===== config.mk =====
export PLATFORM = sky130hd
export DESIGN_NAME = pipe_adder
export DESIGN_NICKNAME = d
export VERILOG_FILES = /design/src/rtl/pipe_adder.sv
export SDC_FILE = /design/constraint.sdc
export NUM_CORES = 1
export LEC_CHECK = 0
export CORE_MARGIN = 2
export CORE_UTILIZATION = 40
export DETAILED_ROUTE_END_ITERATION = 10
export HOLD_SLACK_MARGIN = 0.15
export PLACE_DENSITY = 0.72
export RECOVER_POWER = 50
export SYNTH_ARGS = -nofsm -noshare
export SYNTH_HDL_FRONTEND = slang
export SYNTH_SLANG_ARGS = --single-unit

===== constraint.sdc =====
create_clock -name clk -period 3 [get_ports clk]
set_clock_uncertainty 0.2 [all_clocks]
set_input_delay 0.3 -clock clk [delete_from_list [all_inputs] [get_ports clk]]
set_output_delay 0.3 -clock clk [all_outputs]
set_load 0.02 [all_outputs]

===== src/rtl/pipe_adder.sv =====
// Pipelined add/subtract unit: one CW-bit chunk per stage, carry registered between stages,
// global-stall valid/ready. Define PIPE_ADDER_OVF_EN to add the o_ovf signed-overflow output.
module pipe_adder #(
    parameter int WIDTH  = 32,
    parameter int STAGES = 4
) (
    input  logic             clk,
    input  logic             rst_n,
    input  logic             i_valid,
    output logic             i_ready,
    input  logic [WIDTH-1:0] i_a,
    input  logic [WIDTH-1:0] i_b,
    input  logic             i_cin,
    input  logic             i_sub,
    output logic             o_valid,
    input  logic             o_ready,
    output logic [WIDTH-1:0] o_sum,
    output logic             o_cout
`ifdef PIPE_ADDER_OVF_EN
    ,
    output logic             o_ovf
`endif
);

    localparam int CW = WIDTH / STAGES;

    logic adv;

    // The whole pipe moves together; a held output freezes every stage behind it.
    assign adv     = !o_valid || o_ready;
    assign i_ready = adv;

    for (genvar k = 0; k < STAGES; k++) begin : g_stage
        logic [WIDTH-1:0] a_d;
        logic [WIDTH-1:0] b_d;
        logic [WIDTH-1:0] s_d;
        logic [WIDTH-1:0] s_nx;
        logic             c_d;
        logic             v_d;
        logic [CW:0]      chunk;
        logic             v_q;
        logic             c_q;
        logic [WIDTH-1:0] s_q;

        if (k == 0) begin : g_src
            assign a_d = i_a;
            assign b_d = i_sub ? ~i_b : i_b;
            assign s_d = '0;
            assign c_d = i_cin;
            assign v_d = i_valid;
        end else begin : g_src
            assign a_d = g_stage[k-1].g_ops.a_q;
            assign b_d = g_stage[k-1].g_ops.b_q;
            assign s_d = g_stage[k-1].s_q;
            assign c_d = g_stage[k-1].c_q;
            assign v_d = g_stage[k-1].v_q;
        end

        assign chunk = {1'b0, a_d[k*CW +: CW]} + {1'b0, b_d[k*CW +: CW]} + {{CW{1'b0}}, c_d};

        always_comb begin
            s_nx             = s_d;
            s_nx[k*CW +: CW] = chunk[CW-1:0];
        end

        // NOTE: non-blocking assignments so each stage captures its predecessor's pre-edge value.
        always_ff @(posedge clk or negedge rst_n) begin
            if (!rst_n) begin
                v_q <= 1'b0;
                c_q <= 1'b0;
                s_q <= '0;
            end else if (adv) begin
                v_q <= v_d;
                c_q <= chunk[CW];
                s_q <= s_nx;
            end
        end

        if (k < STAGES - 1) begin : g_ops
            // Operand bits still to be summed ride along with the partial sum.
            logic [WIDTH-1:0] a_q;
            logic [WIDTH-1:0] b_q;

            always_ff @(posedge clk or negedge rst_n) begin
                if (!rst_n) begin
                    a_q <= '0;
                    b_q <= '0;
                end else if (adv) begin
                    a_q <= a_d;
                    b_q <= b_d;
                end
            end
        end else begin : g_last
            logic unused_ops;
            assign unused_ops = ^{a_d, b_d};
`ifdef PIPE_ADDER_OVF_EN
            logic ovf_q;

            always_ff @(posedge clk or negedge rst_n) begin
                if (!rst_n) begin
                    ovf_q <= 1'b0;
                end else if (adv) begin
                    ovf_q <= (a_d[WIDTH-1] == b_d[WIDTH-1]) && (s_nx[WIDTH-1] != a_d[WIDTH-1]);
                end
            end
`endif
        end
    end

    assign o_valid = g_stage[STAGES-1].v_q;
    assign o_sum   = g_stage[STAGES-1].s_q;
    assign o_cout  = g_stage[STAGES-1].c_q;
`ifdef PIPE_ADDER_OVF_EN
    assign o_ovf   = g_stage[STAGES-1].g_last.ovf_q;
`endif

endmodule


==> flow_summary.ini <==
[grt]
gr-usage-met3_pct = 3.58
grt_usage_pct = 16.1
grt_busiest_layer = met2
grt_max_degree = 218
grt_pass1_vias = 5863
grt.met2_usage_pct = 24.9
gr-usage-met1_pct = 22.1
antenna_found_initial = 1
grt_overflow = 0
grt_pass1_wl_um = 28200

[cts]
cts_resized = 0
cts_root_buf = clkbuf_16
clk_pin_slew_ns = 0.07
h-tree-depth = 4
insertion_delay_ns = 0.42
cts_buffer_depth = 2
postCtsSetupRepairBufs = 0
cts.sinks = 184
cts_tree = built
cts_buffers = 17
holdBufCountCts = 1

[floorplanning]
die_x_um = 148
rows = 52
die-area_um2 = 21800
initial_core_util_pct = 40.8
io_pins = 105
die_h_um = 148
core_um2 = 20200

[power]
finalPower_mw = 10.4
clkPwrFrac_pct = 20.8
swShare_pct = 37.3
powerDensity_nw_per_um2 = 1030
seq_power_share_pct = 40.3
p_int_mw = 6.54
switchingPower_mw = 3.88
leakage_nw = 4.86
vdd_ir_drop_max_v = 0.000522
comb_power_share_pct = 38.9

[route]
viasPerCell = 4.70
drc_errors = 0
drtPass1Iterations = 7
drtIter0Drc = 360
wl_per_cell_um = 12.7
num_vias = 6007
drtAntennaViolNets = 0
wirelength_um = 16200

[worst_setup_path]
worst_setup_path_end_kind = flop
critPathMaxFanout = 217
ff2ff_path_depth = 5
crit_required_ns = 3.15
worst-setup-path-type = flop to flop
arrival_ns = 2.74
crit_path_start_kind = flop

[timing]
worst_pin_slew_ns = 1.94
fin_crit_ns = 2.59
finalHoldViolCount = 0
slew_viol_final = 227
timing.final.crit_share_pct = 86.3
rsz0062_at_grt = false
finalSetupTns_ns = 0
slew_headroom_pct = -29.1
setup_viol = 0
fmax_ghz = 0.386

[synth]
synthDistinctLibCells = 31
synth_area_um2 = 8250
synthArstFlopShare_pct = 100
syn-instance-count = 906
ys_ff_latch = 184
ys_seq_area_share_pct = 55.8
synth.avg_cell_area_um2 = 9.11
synth_edf_count = 0
yosys_most_used_dff = dfrtp_1
syn_nets = 1012
yosys_warnings = 0

[outcome]
outcome = finished, violations left
violations = max-capacitance violations, max-slew violations

[layout]
final_common_cell = nand2_1
final_cells = 1278
final_cell_mix = 426 x nand2_1, 184 x dfrtp_1, 102 x clkdlybuf4s50_1
nNetsFinal = 1100
drive_gt1_share_pct = 4.37
syn2layout_area_growth_pct = 22.5

[worst_hold_path]
whs_path_depth = 3
hp-class = input pin to flop

[place]
dp_hpwl_um = 10900
post-place-cells = 1244
io_buffers = 104
gp_congestion = 0.889

[flow_run]
cap_violations = 1
critical path: stages (launching register included):
cell and delay (ns):
dfrtp_1 0.34, nor2b_1 0.31, buf_6 0.95, or3_1 0.21, o21ai_0 0.08, a21oi_1 0.15
per-layer routing:
| metal | wire length (um) | vias to the layer above |
|---|---|---|
| met4 | 464 | 0 |
| met2 | 7440 | 111 |
| met1 | 7770 | 2779 |
| met5 | 0 | - |
| met3 | 549 | 29 |
| li1 | - | 3088 |
sequential cells by signal, indices dropped and copies added, names as in the netlist:
| signal | flops |
|---|---|
| o_sum | 32 |
| o_cout | 1 |
| g_stage.s_q | 48 |
| g_stage.g_ops.a_q | 48 |
| o_valid | 1 |
| g_stage.c_q | 3 |
| g_stage.v_q | 3 |
| g_stage.g_ops.b_q | 48 |
Yosys cell counts, types with 7 or more instances:
cell	instances	share of area, %
nand2_1	426	19
dfrtp_1	184	56
o21ai_1	34	2.1
ha_1	28	4.2
clkbuf_1	27	1.2
xnor2_1	27	2.9
o21ai_0	24	1.5
xor2_1	17	1.8
nor2_1	15	0.68
a21oi_1	14	0.85
buf_2	13	0.79
nor3_1	12	0.73
inv_1	11	0.50
a211oi_1	10	0.91
fa_1	8	1.9
a21o_1	7	0.64
o21a_1	7	0.64
power by group through the flow:
stage                     clock network [mW]  registers (mW)  logic (mW)
after CTS                               2.25            4.21        4.14
after global placement                     0            4.21        4.00
after global routing                    2.36            4.35        4.63
after detailed placement                   0            4.25        4.11
after floorplan                            0            4.38        2.63
final                                   2.17            4.20        4.05
metrics by stage:
step / utilization, % / setup slack [ns] / area [um^2] / hold WS [ns]
floorplan: - / 0.368 / 8250 / -0.196
global placement: 47.3 / 0.242 / 9580 / 0.207
detailed placement: 47.3 / 0.185 / 9580 / 0.211
CTS: 50.2 / 0.428 / 10200 / 0.175
global route: 49.9 / 0.146 / 10100 / 0.177
finish: 49.9 / 0.410 / 10100 / 0.199
cell type report:
cell class / instances / area, um^2
flip-flops and latches: 184 / 4600
well taps: 270 / 338
repair buffers: 113 / 1120
multi-input cells: 666 / 3420
diodes: 1 / 2.50
clock inverters: 13 / 133
fillers: 1882 / 10100
clock buffers: 19 / 443
inverters: 12 / 47.5
worst paths after layout:
check | from | slack, ns | to
setup / recovery | o_valid | 0.41 | g_stage[1].c_q
hold / removal | i_a[18] | 0.20 | g_stage[0].g_ops.a_q[18]
setup reg to reg | o_valid | 0.41 | g_stage[1].c_q
hold reg to reg | o_sum[8] | 0.26 | o_sum[8]
max in group asynchronous | rst_n | 0.56 | g_stage[0].g_ops.b_q[21]
min in group asynchronous | rst_n | 0.77 | g_stage[2].s_q[18]
kinds of logic (layout without fill, tap and decap cells):
| family | Yosys count | in the layout | synth area share, % |
|---|---|---|---|
| fa+ha+maj | 36 | 36 | 6.19 |
| other cells | 0 | 1 | 0 |
| buf+inv | 56 | 157 | 2.75 |
| compound gates | 117 | 117 | 8.57 |
| xor+xnor | 44 | 44 | 4.67 |
| simple gates | 469 | 469 | 22.0 |
| flops | 184 | 184 | 55.8 |
Note: power is estimated with default switching activity, not from simulation.
